[src/rtl/ftdi_uart_rx_pkg.sv]
// ftdi_pkg: definitions shared by the FTDI UART receiver and transmitter.
// FSM state encodings, sample-increment helper, vote and parity helpers.
package ftdi_pkg;

  typedef enum logic [2:0] {
    ST_IDLE   = 3'd0,
    ST_START  = 3'd1,
    ST_DATA   = 3'd2,
    ST_PARITY = 3'd3,
    ST_STOP   = 3'd4
  } ftdi_state_e;

  // Accumulator increment giving `oversample` carries per bit; 64-bit so the shift cannot overflow.
  function automatic logic [63:0] sample_inc(input logic [63:0] freq, input logic [63:0] baud,
                                             input logic [63:0] oversample, input int unsigned acc_w);
    return ((baud * oversample) << acc_w) / freq;
  endfunction

  // Two-out-of-three majority of the samples around the bit centre.
  function automatic logic maj3(input logic [2:0] v);
    return (v[0] & v[1]) | (v[0] & v[2]) | (v[1] & v[2]);
  endfunction

  // Even-parity bit of a byte (value that makes the total count of ones even).
  function automatic logic even_parity(input logic [7:0] b);
    return ^b;
  endfunction

endpackage

[src/rtl/ftdi_uart_rx_if.sv]
// ftdi_uart_rx_if: consumer-side interface of the FTDI UART receiver.
// master = receiver (produces bytes and status), slave = downstream consumer.
interface ftdi_uart_rx_if;
  logic [7:0] data;
  logic       data_valid;
  logic       data_ack;
  logic       framing_error;
  logic       overrun;
  logic       parity_error;
  logic       busy;

  modport master (
    output data, data_valid, framing_error, overrun, parity_error, busy,
    input  data_ack
  );

  modport slave (
    input  data, data_valid, framing_error, overrun, parity_error, busy,
    output data_ack
  );
endinterface

[src/rtl/ftdi_uart_rx_baud_gen.sv]
// ftdi_baud_gen: fractional phase accumulator; tick is the carry out of each add.
// Held at zero while clr is high so the first tick lands a fixed time after a start edge.
module ftdi_baud_gen #(
  parameter int unsigned         ACC_W = 32,
  parameter logic [ACC_W-1:0]    INC   = '0
) (
  input  logic clk,
  input  logic reset,
  input  logic en,
  input  logic clr,
  output logic tick
);
  logic [ACC_W-1:0] acc_q, acc_d;
  logic [ACC_W:0]   sum_s;

  // Next accumulator value: clear dominates, otherwise add while enabled.
  always_comb begin
    sum_s = {1'b0, acc_q} + {1'b0, INC};
    if (clr) begin
      acc_d = '0;
    end else if (en) begin
      acc_d = sum_s[ACC_W-1:0];
    end else begin
      acc_d = acc_q;
    end
  end

  assign tick = en & ~clr & sum_s[ACC_W];

  // Accumulator register.
  always_ff @(posedge clk) begin
    if (reset) begin
      acc_q <= '0;
    end else begin
      acc_q <= acc_d;
    end
  end
endmodule

[src/rtl/ftdi_uart_rx.sv]
// ftdi_uart_rx: UART receiver for the FTDI link (FTDI chip -> FPGA), 8N1 frames.
// Define FTDI_RX_PARITY_EN for 8E1 frames with an even-parity check.
// Synchroniser, tick-spaced 3-sample vote, receive FSM and valid/ack holding register.
module ftdi_uart_rx
  import ftdi_pkg::*;
#(
  parameter int unsigned FREQUENCY     = 50_000_000,
  parameter int unsigned BAUD_RATE     = 115_200,
  parameter int unsigned OVERSAMPLE    = 16,
  parameter int unsigned BAUD_RG_WIDTH = 32
) (
  input  logic           clk,
  input  logic           reset,
  input  logic           FTDI_TX,
  ftdi_uart_rx_if.master rx_if
);
  localparam logic [63:0] SAMPLE_INC =
    sample_inc(64'(FREQUENCY), 64'(BAUD_RATE), 64'(OVERSAMPLE), BAUD_RG_WIDTH);
  localparam int unsigned CNT_W = $clog2(OVERSAMPLE);
  // The vote resolves on the tick after the centre sample, once centre+1 is in the window.
  localparam logic [CNT_W-1:0] VOTE_CNT = CNT_W'(OVERSAMPLE / 2);

  logic [1:0]       sync_q, sync_d;
  logic             line_prev_q, line_prev_d;
  logic [1:0]       hist_q, hist_d;
  logic             line_s, fall_s, tick_s, vote_now_s, vote_s;
  ftdi_state_e      state_q;
  logic [CNT_W-1:0] cnt_q;
  logic [2:0]       bit_idx_q;
  logic [7:0]       shift_q, data_q;
  logic             data_valid_q, framing_error_q, overrun_q, busy_q;
`ifdef FTDI_RX_PARITY_EN
  logic             parity_bad_q, parity_error_q;
`endif

  assign line_s     = sync_q[1];
  assign fall_s     = line_prev_q & ~line_s;
  assign vote_now_s = tick_s & (cnt_q == VOTE_CNT);
  assign vote_s     = maj3({hist_q, line_s});

  ftdi_baud_gen #(
    .ACC_W (BAUD_RG_WIDTH),
    .INC   (SAMPLE_INC[BAUD_RG_WIDTH-1:0])
  ) u_baud (
    .clk   (clk),
    .reset (reset),
    .en    (state_q != ST_IDLE),
    .clr   (state_q == ST_IDLE),
    .tick  (tick_s)
  );

  // Next values for the synchroniser, the edge detector and the per-tick sample history.
  always_comb begin
    sync_d      = {sync_q[0], FTDI_TX};
    line_prev_d = line_s;
    if (tick_s) begin
      hist_d = {hist_q[0], line_s};
    end else begin
      hist_d = hist_q;
    end
  end

  // Synchroniser and history registers; idle-high after reset so no false start edge.
  always_ff @(posedge clk) begin
    if (reset) begin
      sync_q      <= 2'b11;
      line_prev_q <= 1'b1;
      hist_q      <= 2'b11;
    end else begin
      sync_q      <= sync_d;
      line_prev_q <= line_prev_d;
      hist_q      <= hist_d;
    end
  end

  // Receive FSM with sample counter, shift register, output register and handshake.
  always_ff @(posedge clk) begin
    if (reset) begin
      state_q         <= ST_IDLE;
      cnt_q           <= '0;
      bit_idx_q       <= 3'd0;
      shift_q         <= 8'd0;
      data_q          <= 8'd0;
      data_valid_q    <= 1'b0;
      framing_error_q <= 1'b0;
      overrun_q       <= 1'b0;
      busy_q          <= 1'b0;
`ifdef FTDI_RX_PARITY_EN
      parity_bad_q    <= 1'b0;
      parity_error_q  <= 1'b0;
`endif
    end else begin
      framing_error_q <= 1'b0;
      overrun_q       <= 1'b0;
`ifdef FTDI_RX_PARITY_EN
      parity_error_q  <= 1'b0;
`endif
      if (state_q == ST_IDLE) begin
        cnt_q <= '0;
      end else if (tick_s) begin
        cnt_q <= cnt_q + CNT_W'(1);
      end
      // Ack clears the holding register; a byte completing this cycle overrides below.
      if (rx_if.data_ack && data_valid_q) begin
        data_valid_q <= 1'b0;
      end
      case (state_q)
        ST_IDLE: begin
          // Needs a real 1->0 transition, so a held-low (break) line never retriggers.
          if (fall_s) begin
            state_q <= ST_START;
            busy_q  <= 1'b1;
          end
        end
        ST_START: begin
          if (vote_now_s) begin
            if (vote_s) begin
              state_q <= ST_IDLE;
              busy_q  <= 1'b0;
            end else begin
              state_q   <= ST_DATA;
              bit_idx_q <= 3'd0;
            end
          end
        end
        ST_DATA: begin
          if (vote_now_s) begin
            shift_q <= {vote_s, shift_q[7:1]};
            if (bit_idx_q == 3'd7) begin
`ifdef FTDI_RX_PARITY_EN
              state_q <= ST_PARITY;
`else
              state_q <= ST_STOP;
`endif
            end else begin
              bit_idx_q <= bit_idx_q + 3'd1;
            end
          end
        end
`ifdef FTDI_RX_PARITY_EN
        ST_PARITY: begin
          if (vote_now_s) begin
            parity_bad_q <= (vote_s != even_parity(shift_q));
            state_q      <= ST_STOP;
          end
        end
`endif
        ST_STOP: begin
          if (vote_now_s) begin
            state_q <= ST_IDLE;
            busy_q  <= 1'b0;
            if (vote_s) begin
              data_q       <= shift_q;
              data_valid_q <= 1'b1;
              overrun_q    <= data_valid_q & ~rx_if.data_ack;
            end else begin
              framing_error_q <= 1'b1;
            end
`ifdef FTDI_RX_PARITY_EN
            parity_error_q <= parity_bad_q;
`endif
          end
        end
        default: begin
          state_q <= ST_IDLE;
          busy_q  <= 1'b0;
        end
      endcase
    end
  end

  assign rx_if.data          = data_q;
  assign rx_if.data_valid    = data_valid_q;
  assign rx_if.framing_error = framing_error_q;
  assign rx_if.overrun       = overrun_q;
  assign rx_if.busy          = busy_q;
`ifdef FTDI_RX_PARITY_EN
  assign rx_if.parity_error  = parity_error_q;
`else
  assign rx_if.parity_error  = 1'b0;
`endif
endmodule

[src/flat_wrapper.sv]
// flat-port wrapper written by rule: the top's interface ports become plain ports
module ftdi_uart_rx_flat import ftdi_pkg::*;
#(
  parameter int unsigned FREQUENCY     = 50_000_000,
  parameter int unsigned BAUD_RATE     = 115_200,
  parameter int unsigned OVERSAMPLE    = 16,
  parameter int unsigned BAUD_RG_WIDTH = 32
)
  (clk, reset, FTDI_TX, rx_if_data, rx_if_data_valid, rx_if_framing_error, rx_if_overrun, rx_if_parity_error, rx_if_busy, rx_if_data_ack);
  ftdi_uart_rx_if rx_if_i ();
  input  logic clk;
  input  logic reset;
  input  logic FTDI_TX;
  output wire logic [$bits(rx_if_i.data)-1:0] rx_if_data;
  output wire logic [$bits(rx_if_i.data_valid)-1:0] rx_if_data_valid;
  output wire logic [$bits(rx_if_i.framing_error)-1:0] rx_if_framing_error;
  output wire logic [$bits(rx_if_i.overrun)-1:0] rx_if_overrun;
  output wire logic [$bits(rx_if_i.parity_error)-1:0] rx_if_parity_error;
  output wire logic [$bits(rx_if_i.busy)-1:0] rx_if_busy;
  input wire logic [$bits(rx_if_i.data_ack)-1:0] rx_if_data_ack;
  assign rx_if_data = rx_if_i.data;
  assign rx_if_data_valid = rx_if_i.data_valid;
  assign rx_if_framing_error = rx_if_i.framing_error;
  assign rx_if_overrun = rx_if_i.overrun;
  assign rx_if_parity_error = rx_if_i.parity_error;
  assign rx_if_busy = rx_if_i.busy;
  assign rx_if_i.data_ack = rx_if_data_ack;
  ftdi_uart_rx #(.FREQUENCY(FREQUENCY), .BAUD_RATE(BAUD_RATE), .OVERSAMPLE(OVERSAMPLE), .BAUD_RG_WIDTH(BAUD_RG_WIDTH)) u_core (.clk(clk), .reset(reset), .FTDI_TX(FTDI_TX), .rx_if(rx_if_i));
endmodule
[config.mk]
export PLATFORM = sky130hd
export DESIGN_NAME = ftdi_uart_rx_flat
export DESIGN_NICKNAME = d
export VERILOG_FILES = /design/src/rtl/ftdi_uart_rx_pkg.sv /design/src/rtl/ftdi_uart_rx_if.sv /design/src/rtl/ftdi_uart_rx_baud_gen.sv /design/src/rtl/ftdi_uart_rx.sv /design/src/flat_wrapper.sv
export SDC_FILE = /design/constraint.sdc
export NUM_CORES = 1
export LEC_CHECK = 0
export ABC_AREA = 1
export CAP_MARGIN = 20
export CORE_MARGIN = 8
export CORE_UTILIZATION = 40
export CTS_BUF_LIST = sky130_fd_sc_hd__clkbuf_4 sky130_fd_sc_hd__clkbuf_8
export DETAILED_ROUTE_END_ITERATION = 16
export PLACE_DENSITY_LB_ADDON = 0.12
export SLEW_MARGIN = 20
export SYNTH_ARGS = -nofsm -noshare
export SYNTH_HDL_FRONTEND = slang
export SYNTH_SLANG_ARGS = --single-unit
export TNS_END_PERCENT = 5
[constraint.sdc]
create_clock -name clk -period 3.9 [get_ports clk]
set_input_delay 0.975 -clock clk [delete_from_list [all_inputs] [get_ports clk]]
set_output_delay 0.975 -clock clk [all_outputs]
set_load 0.005 [all_outputs]
Yosys cells after proc, flatten, opt, wreduce, memory -nomap -nowiden --
Index checks and enable logic that the tools add are counted.
Word-level totals: flip-flop bits (word level) 67, output and inout bits 13
Operators by class: add/subtract/negate cells 3, equal/unequal tests 13, multiplexer cells 22, bitwise logic cells 17, reductions and logical operators 12
Operators by type and width (number):
- $add A32 B28 Y33 const B | 1
- $mux W3 | 9
- $reduce_and A5 Y1 | 3
- $ne A2 B1 Y1 const B | 6
- $pmux W3 S4 | 1
- $mux W1 | 9
- $and A1 B1 Y1 | 8
- $not A1 Y1 | 7
- $eq A3 B3 Y1 const B | 2
- $pmux W3 S2 | 1
- $add A4 B1 Y4 const B | 1
- $eq A4 B4 Y1 const B | 1
- $ne A2 B2 Y1 const B | 2
- $pmux W1 S4 | 1
- $reduce_or A4 Y1 | 1
- $add A3 B1 Y3 const B | 1
- $eq A3 B1 Y1 const B | 1
- $eq A3 B2 Y1 const B | 1
- $logic_not A3 Y1 | 1
- $reduce_and A3 Y1 | 1
- $reduce_bool A3 Y1 | 1
- $reduce_or A3 Y1 | 1
- $mux W2 | 1
- $or A1 B1 Y1 | 2
- other kinds (4) | 4

Logic depth before layout (Yosys ltp) --
Gate-level depths: netlist of run 1.
depth after elaboration 7, mapped depth 14, depth with buffers taken out 14

Hierarchy --
A second synthesis of run 1 with hierarchy kept.
Second synthesis, totals: cell total of the unflattened synthesis 580, area, all modules 3748.6 um2
Modules (own cells, without submodules):
- ftdi_baud_gen | instances 1, cells an instance 381, area an instance 2197.1 um2, sequential area each 620.6 um2
- ftdi_uart_rx | instances 1, cells an instance 199, area an instance 1551.5 um2, sequential area each 700.7 um2

Least setup slack after synthesis of run 1 --
Ideal clock, no wire load.
kind input-to-reg, start input reset, end register u_core.cnt_q[0], library setup time 0.071 ns, arrival time 2.113 ns, slack 1.717 ns, stages on the path 5, cells stage by stage clkbuf_1 -> nor2_1 -> clkinv_1 -> clkbuf_1 -> a21oi_1
Between the ends: longest elaborated chain between the ends 1
RTL lines:
- start, declared | RTL line flat_wrapper.sv:12 | input logic reset;
- $reduce_or A2 Y1 (no source line)
- end signal, assigned | RTL line ftdi_uart_rx.sv:101 | cnt_q <= cnt_q + CNT_W'(1);
- end, declared | RTL line ftdi_uart_rx.sv:28 | logic [CNT_W-1:0] cnt_q;
Every way passes these cells. A chain may end at the register's enable or synchronous reset.

Worst setup path in the final report of run 1 --
start input reset, end register u_core.u_baud.acc_q[25]
Between the ends: longest elaborated chain between the ends 1
RTL lines:
- $reduce_or A2 Y1 (no source line)
- end signal, assigned | RTL line ftdi_uart_rx_baud_gen.sv:33 | acc_q <= '0;
- end signal, assigned | RTL line ftdi_uart_rx_baud_gen.sv:35 | acc_q <= acc_d;
- end, declared | RTL line ftdi_uart_rx_baud_gen.sv:13 | logic [ACC_W-1:0] acc_q, acc_d;
Every way passes these cells.

==> results.toml, run 1 <==
[detailed_routing]
vias = 2951
ant_nets = 0
post_drt_wl_per_cell_um = 11.8
vias_per_cell = 4.98
wl_mm = 6.98
drt-initial-drc-count = 113
drc = 0
first_pass_iters = 5

[final_layout]
post-route-util_pct = 46.7
syn2layout_area_growth_pct = 14.1
stdcell_area_um2 = 3800
drive_gt1_share_pct = 16.0
nets = 492
final_cells = 593
diodes = 0

[sta]
finalCriticalPeriod_ns = 2.33
max_freq_mhz = 430
worst_pin_slew_ns = 0.540
clock_skew_ns = 0.0101
rsz0062_at_grt = "no"
setup_viol = 0
fin_setup_tns_ns = 0
max-slew-margin-rel_pct = 63.7
period_share_pct = 59.7
maxSlewViolCount = 0
finalHoldViolations = 0

[floorplanning]
die-width_um = 107
rows = 33
initial_core_util_pct = 41.0
coreArea_um2 = 8130
ioPinCount = 17
fp.dieH_um = 107
dieArea_um2 = 11500

[place]
io_buffers = 15
place_area_um2 = 3590
gp_congestion = 0.819
dp_cells = 577
hpwl_mm = 5.11

[setup_path]
rr_worst_depth = 12
start_kind = "input port"
critPathRequiredTime_ns = 4.17
worst-setup-path-type = "input port to register"
cp_max_fo = 19
worstPathArrival_ns = 2.60
endpoint_kind = "register"

[synth]
yosys_warnings = 0
synth-edff-count = 0
synthTopCellsByArea = "dfxtp_1, nand2_1, nor2_1"
synth_common_cells = "nand2_1, dfxtp_1, nor2_1"
syn_nets = 471
ys_types = 45
synth_top_area_share_pct = 39.6
yosysTopAreaCell = "dfxtp_1"
synth_area_per_cell_um2 = 7.21
ys_ff_latch = 66
ys_seq_area_share_pct = 39.6
synth.most_common_cell = "nand2_1"
ys.flop_type = "dfxtp_1"
synthArstFlopShare_pct = 0
netlist_instances = 462
syn_area_um2 = 3330

[pwr]
peakVddDrop_mv = 0.207
leakagePower_nw = 1.58
finalPower_mw = 2.08
p_per_area_nw_per_um2 = 548

[cts]
cts_tree = "yes"
clk_pin_slew_worst_paths_ns = 0.08
root_buffer = "clkbuf_8"
clk_path_buf_depth = 2
clkLatencyLatePin_ns = 0.34
ctsHoldBuffers = 0
cts_htree_levels = 3
cts_buffers = 9
post_cts_resized = 0
cts_sinks = 66
postCtsSetupBuffers = 0

[global_route]
grt_antenna_before_repair = 0
grt-ovfl-total = 0
grt_max_degree = 20
grt_pass1_wl_mm = 12.6
grt_pass1_vias = 2856
grt_use_total_pct = 13.3

[worst_hold_path]
min_path_cells = 1
min_path_type = "register to register"

[run]
maxCapViolations = 0

[run_status]
status = "finished, final reports clean"
[worst paths after layout]
path	from	end	slack (ns)
hold reg to reg	u_core.sync_q[0]	u_core.sync_q[1]	0.41
setup / recovery	reset	u_core.u_baud.acc_q[25]	1.57
hold / removal	u_core.sync_q[0]	u_core.sync_q[1]	0.41
setup reg to reg	u_core.u_baud.acc_q[20]	u_core.bit_idx_q[0]	1.88
[stage by stage]
| step | hold WS [ns] | setup WS [ns] |
|---|---|---|
| 2_1_floorplan | 0.389 | 1.72 |
| 4_1_cts | 0.411 | 1.54 |
| 3_3_place_gp | 0.399 | 1.23 |
| 3_5_place_dp | 0.396 | 1.17 |
| 5_1_grt | 0.430 | 1.43 |
| 6_report | 0.409 | 1.57 |
[worst max-delay path, stage by stage]
cell and delay [ns]:
clkdlybuf4s50_1 0.39, buf_4 0.21, nor2_1 0.12, buf_4 0.18
clkinv_1 0.26, buf_4 0.30, a21oi_1 0.14
[report_power, final]
group / total [mW] / internal [mW] / leakage (nW) / switching (mW)
clock network: 0.609 / 0.321 / 0.104 / 0.289
registers: 0.834 / 0.752 / 0.535 / 0.0822
logic: 0.640 / 0.212 / 0.943 / 0.428
total: 2.08 / 1.28 / 1.58 / 0.799
[registers in the layout, summed over array words and instances, names as in the netlist]
register	cells
u_core.rx_if.data_valid	1
u_core.rx_if.busy	1
u_core.sync_q	2
u_core.line_prev_q	1
u_core.hist_q	2
u_core.rx_if.overrun	1
u_core.state_q	3
u_core.cnt_q	4
u_core.rx_if.data	8
u_core.rx_if.framing_error	1
u_core.bit_idx_q	3
u_core.u_baud.acc_q	31
u_core.shift_q	8
[placed cells by master, fill, tap and decap left out, types with 10 or more instances in the layout]
cell             instances
nand2_1                 90
dfxtp_1                 66
nor2_1                  55
inv_1                   52
a21oi_1                 32
nand3_1                 30
o21ai_0                 21
nand2_2                 15
clkdlybuf4s50_1         15
a21oi_2                 10
clkbuf_8                10
[kinds of logic after synthesis]
logic type	count (synthesis)	share of synthesized area, %
and+or+nand+nor	231	33.1
AOI/OAI and AO/OA	86	15.7
buffers and inverters	69	8.52
DFF	66	39.6
adders and majority gates	5	1.88
xor gates and xnor gates	4	1.05
other	1	0.113
[final cells by class]
type	instances	area, um2
Tap cell	105	131
Clock buffer	10	138
Inverter	61	239
Clock inverter	6	72.6
Timing Repair Buffer	18	173
Multi-Input combinational cell	327	1730
Fill cell	820	4330
Sequential cell	66	1320
[layer usage]
metal | GRT usage [%] | vias to the layer above | part of all wire [%]
met5 | 0 | - | 0
met4 | 4.62 | 0 | 0.93
met3 | 3.95 | 7 | 3.6
met2 | 22.6 | 48 | 49
met1 | 15.5 | 1347 | 47
li1 | - | 1549 | -
(Power assumes the default switching activity.)
==> inputs of run 2 (changes only) <==
- clock period: 3.9 -> 2.1 ns (I/O delays scaled with it)
==> run 2 against run 1 <==
Clock skew up 0.00068 ns. Critical path depth increased by 5. Final area up 1.7%. Routed wire length is 0.27% higher. Clock-buffer cell count is 4 higher. Combinational power is 97% higher. Final cell count is 1.5% higher. Flip-flop and latch count unchanged. Core utilization rose by 0.82 points. Clock power increased by 86%. Via count down 1.1%. Register-to-register slack worse by 1.7 ns. Critical path type is now register to register. Highest routed layer unchanged.
==> results.toml, run 2 (synthesis results as in run 1) <==
[worst_hold_path]
hold_start = "u_core.sync_q[0]"
min_path_cells = 1
min_path_type = "register to register"

[detailed_routing]
post_drt_wl_per_cell_um = 11.6
drt-initial-drc-count = 95
vias_per_cell = 4.85
first_pass_iters = 4
ant_nets = 0
wl_mm = 7.00
drc = 0
vias = 2918

[place]
dp_cells = 583
dp_slack_ns = 0.161
hpwl_mm = 5.25
io_buffers = 15
gp_congestion = 0.880

[final_layout]
diodes = 0
regMostFlops = "u_core.u_baud.acc_q"
final_common_cell = "nand2_1"
post-route-util_pct = 47.6
nets = 501
largest_reg_flops = 31
layout_common_cells = "nand2_1, dfxtp_1, nor2_1"
final_cells = 602
syn2layout_area_growth_pct = 16.1
drive_gt1_share_pct = 17.5

[sta]
max_freq_mhz = 527
finalHoldViolations = 0
fin_ws_ns = 0.203
fin_setup_tns_ns = 0
finalCriticalPeriod_ns = 1.90
maxSlewViolCount = 0
setup_viol = 0
rsz0062_at_grt = "no"
timing.hold.ws_ns = 0.410
clock_skew_ns = 0.0108
period_share_pct = 90.3

[setup_path]
rr_startpoint = "u_core.u_baud.acc_q[20]"
cp_max_fo = 9
rrSetupSlack_ns = 0.20
critPathRequiredTime_ns = 2.37
cpMaxStageDelayCell = "dfxtp_1"
path_delay_family = "simple AND/OR/NAND/NOR gates"
worst-setup-path-type = "register to register"
path_buf_inv = 2
worstPathArrival_ns = 2.16
start_kind = "register"
cp.depth = 12
rr_worst_depth = 12
slowest_delay_ns = 0.46
endpoint_kind = "register"
crit_top_cell = "nand2_2"
critPathLaunch = "u_core.u_baud.acc_q[20]"
crit_chain = "nand2_2, nor2_2, nand2_1, nor3_2, nand2_2, nand2_4, nand2_4, inv_6, nand4_4, inv_6, nand2_2, a21oi_2"

[pwr]
p_per_area_nw_per_um2 = 1020
leakagePower_nw = 1.63
peakVddDrop_mv = 0.548

[floorplanning]
rows = 33
coreArea_um2 = 8130
die-width_um = 107
fp.dieH_um = 107
initial_core_util_pct = 41.0
dieArea_um2 = 11500
ioPinCount = 17

[global_route]
grt_max_degree = 19
grt-ovfl-total = 0
grt_pass1_wl_mm = 12.4
grt_use_total_pct = 13.2
grt_antenna_before_repair = 0
grt_pass1_vias = 2803

[cts]
root_buffer = "clkbuf_8"
cts_tree = "yes"
cts_htree_levels = 3
clk_path_buf_depth = 2
clkLatencyLatePin_ns = 0.34
clk_pin_slew_worst_paths_ns = 0.07
ctsHoldBuffers = 0
cts_buffers = 9
cts_sinks = 66

[run_status]
status = "finished, final reports clean"

[run]
maxCapViolations = 0
run 2: cell types whose count changed in the layout (fill, tap and decap cells not counted), sizes merged:
cell,delta
buf,+9
clkinvlp,-1
inv,-3
clkbuf,+4
run 2: power by group:
part,leakage [nW],switching (mW),internal [mW]
clock,0.111,0.482,0.653
combinational,0.987,0.824,0.433
sequential,0.535,0.149,1.40
run 2: timing repair:
item	in CTS	in global routing
endpoints found under the setup margin	0	10
setup buffers	0	3
gates resized for setup	0	1
run 2: area by class of cell:
class / instances / area, um2
Timing Repair Buffer: 27 / 240
Sequential cell: 66 / 1320
Tap cell: 105 / 131
Clock buffer: 14 / 174
Fill cell: 798 / 4270
Inverter: 61 / 239
Clock inverter: 2 / 35.0
Multi-Input combinational cell: 327 / 1730
run 2: worst paths after layout:
check,to
worst max-delay path,u_core.rx_if.data[1]
worst min-delay path,u_core.sync_q[1]
worst max register to register,u_core.rx_if.data[1]
worst min register to register,u_core.sync_q[1]
run 2: routing by layer:
layer	GRT usage [%]	part of all wire (%)	up-vias	wire length, um
met3	3.77	3.4	12	238
met4	5.03	1.7	0	119
met1	16.5	51	1300	3560
li1	-	-	1563	-
met2	20.9	44	43	3080
met5	0	0	-	0
run 2: metrics by stage:
| stage | power [mW] | area (um2) |
|---|---|---|
| floorplan | 2.49 | 3330 |
| global placement | 2.83 | 3640 |
| detailed placement | 2.82 | 3640 |
| CTS | 3.97 | 3850 |
| global route | 4.25 | 3870 |
| finish | 3.94 | 3870 |
==> inputs of run 3 (changes only) <==
- PLACE_DENSITY_LB_ADDON: 0.12 -> 0.08
==> run 3 against run 2 <==
Critical path depth is 1 higher. Combinational power about the same. Final cell count is 0.50% lower. Routed wire length rose by 2.0%. Clock-buffer cell count decreased by 4. Flip-flop and latch count stayed put. Power down 3.3%. Worst hold slack better by 0.0050 ns. Via count fell by 0.21%. Global-route usage increased by 0.37 points. Final area down 0.71%. Critical path type unchanged. Largest cell class unchanged. Largest power group unchanged.
==> results.toml, run 3 (synthesis results as in run 1) <==
[run_status]
status = "finished, final reports clean"

[final_layout]
layout_common_cells = "nand2_1, dfxtp_1, nor2_1"
largest_reg_flops = 31
post-route-util_pct = 47.2
final_common_cell = "nand2_1"
nets = 500
final_cells = 599
diodes = 0
stdcell_area_um2 = 3840
syn2layout_area_growth_pct = 15.2
drive_gt1_share_pct = 17.0
regMostFlops = "u_core.u_baud.acc_q"

[cts]
cts_sinks = 66
clk_pin_slew_worst_paths_ns = 0.07
cts_buffers = 9
cts_htree_levels = 3
clk_path_buf_depth = 2
cts_tree = "yes"
root_buffer = "clkbuf_8"
post_cts_resized = 0
clkLatencyLatePin_ns = 0.34

[sta]
rsz0062_at_grt = "no"
maxSlewViolCount = 0
clock_skew_ns = 0.00841
finalHoldViolations = 0
setup_viol = 0
period_share_pct = 88.9
max_freq_mhz = 535
finalCriticalPeriod_ns = 1.87
fin_setup_tns_ns = 0

[setup_path]
crit_chain = "ha_1, nor2_1, nor2_1, nand2_1, a21oi_1, nor2_2, nand2_1, nand2_1, nand2_1, nand2_1, nand3_1, o21ai_0, nor2_1"
rr_worst_depth = 13
slowest_delay_ns = 0.32
critPathLaunch = "u_core.u_baud.acc_q[1]"
cp_max_fo = 3
critPathRequiredTime_ns = 2.33
r2r_end = "u_core.u_baud.acc_q[27]"
start_kind = "register"
worst-setup-path-type = "register to register"
endpoint_kind = "register"
path_buf_inv = 0
cp.depth = 13
path_delay_family = "simple AND/OR/NAND/NOR gates"
rrSetupSlack_ns = 0.23
endpoint = "u_core.u_baud.acc_q[27]"
cpMaxStageDelayCell = "dfxtp_1"
crit_top_cell = "nand2_1"
rr_startpoint = "u_core.u_baud.acc_q[1]"
worstPathArrival_ns = 2.09

[floorplanning]
die-width_um = 107
coreArea_um2 = 8130
ioPinCount = 17
dieArea_um2 = 11500
rows = 33
fp.dieH_um = 107
initial_core_util_pct = 41.0

[worst_hold_path]
min_path_type = "register to register"

[pwr]
finalPower_mw = 3.81
peakVddDrop_mv = 0.474
switchingPower_mw = 1.43
sw_frac_of_total_pct = 37.6
seq_power_share_pct = 40.4
p_int_mw = 2.38
p_per_area_nw_per_um2 = 991
leakagePower_nw = 1.62
combPwrFrac_pct = 33.2
clkPwrFrac_pct = 26.5

[place]
place_area_um2 = 3640
gp_congestion = 0.826
io_buffers = 15
dp_cells = 582
hpwl_mm = 5.32

[global_route]
grt_pass1_wl_mm = 12.7
grt_antenna_before_repair = 0
grt-ovfl-total = 0
grt_pass1_vias = 2812
grt_use_total_pct = 13.5
grt_max_degree = 27

[detailed_routing]
post_drt_wl_per_cell_um = 11.9
vias = 2912
ant_nets = 0
drt-initial-drc-count = 105
first_pass_iters = 5
wl_mm = 7.14
drc = 0
vias_per_cell = 4.86

[run]
maxCapViolations = 0
==> run 3: cell types whose count changed in the layout (fill, tap and decap cells not counted) <==
| cell | change |
|---|---|
| a21boi_0 | +1 |
| a21boi_1 | -1 |
| buf_12 | +1 |
| buf_4 | -2 |
| clkbuf_4 | -2 |
| clkbuf_8 | -2 |
| clkinv_2 | +2 |
==> run 3: area by class of cell <==
cell class | instances | area [um2]
Tap cell | 105 | 131
Clock inverter | 4 | 45.0
Timing Repair Buffer | 26 | 245
Inverter | 61 | 239
Multi-Input combinational cell | 327 | 1730
Sequential cell | 66 | 1320
Clock buffer | 10 | 131
Fill cell | 821 | 4290
==> run 3: worst min path at each step <==
stage                startpoint               end  depth (start not counted)
3_5_place_dp   u_core.sync_q[0]  u_core.sync_q[1]                          1
5_1_grt        u_core.sync_q[0]  u_core.sync_q[1]                          1
6_report       u_core.sync_q[0]  u_core.sync_q[1]                          1
2_1_floorplan  u_core.sync_q[0]  u_core.sync_q[1]                          1
4_1_cts        u_core.sync_q[0]  u_core.sync_q[1]                          1
3_3_place_gp   u_core.sync_q[0]  u_core.sync_q[1]                          1
==> run 3: power by group through the flow <==
stage	Combinational (mW)	Sequential, mW	Clock, mW
after global routing	1.45	1.56	1.12
after CTS	1.27	1.54	1.05
final	1.26	1.54	1.01
after floorplan	0.959	1.53	0
after detailed placement	1.27	1.57	0
after global placement	1.26	1.56	0
==> run 3: timing repair <==
item / in CTS / in global routing
setup buffers: 0 / 3
setup endpoints to repair: 0 / 6
hold buffers: 0 / 0
==> run 3: stage by stage <==
step           worst slack (ns)  hold slack (ns)
2_1_floorplan             0.367            0.389
3_3_place_gp              0.174            0.401
3_5_place_dp              0.160            0.402
4_1_cts                   0.145            0.421
5_1_grt                  0.0117            0.448
6_report                  0.232            0.415
==> run 3: layer usage <==
metal  GRT usage (%)  routed length, um  vias up
met1            15.6               3360     1327
met4            4.42                 72        0
met2            22.7               3470       26
met5               0                  0        -
met3            4.91                230        9
li1                -                  -     1550
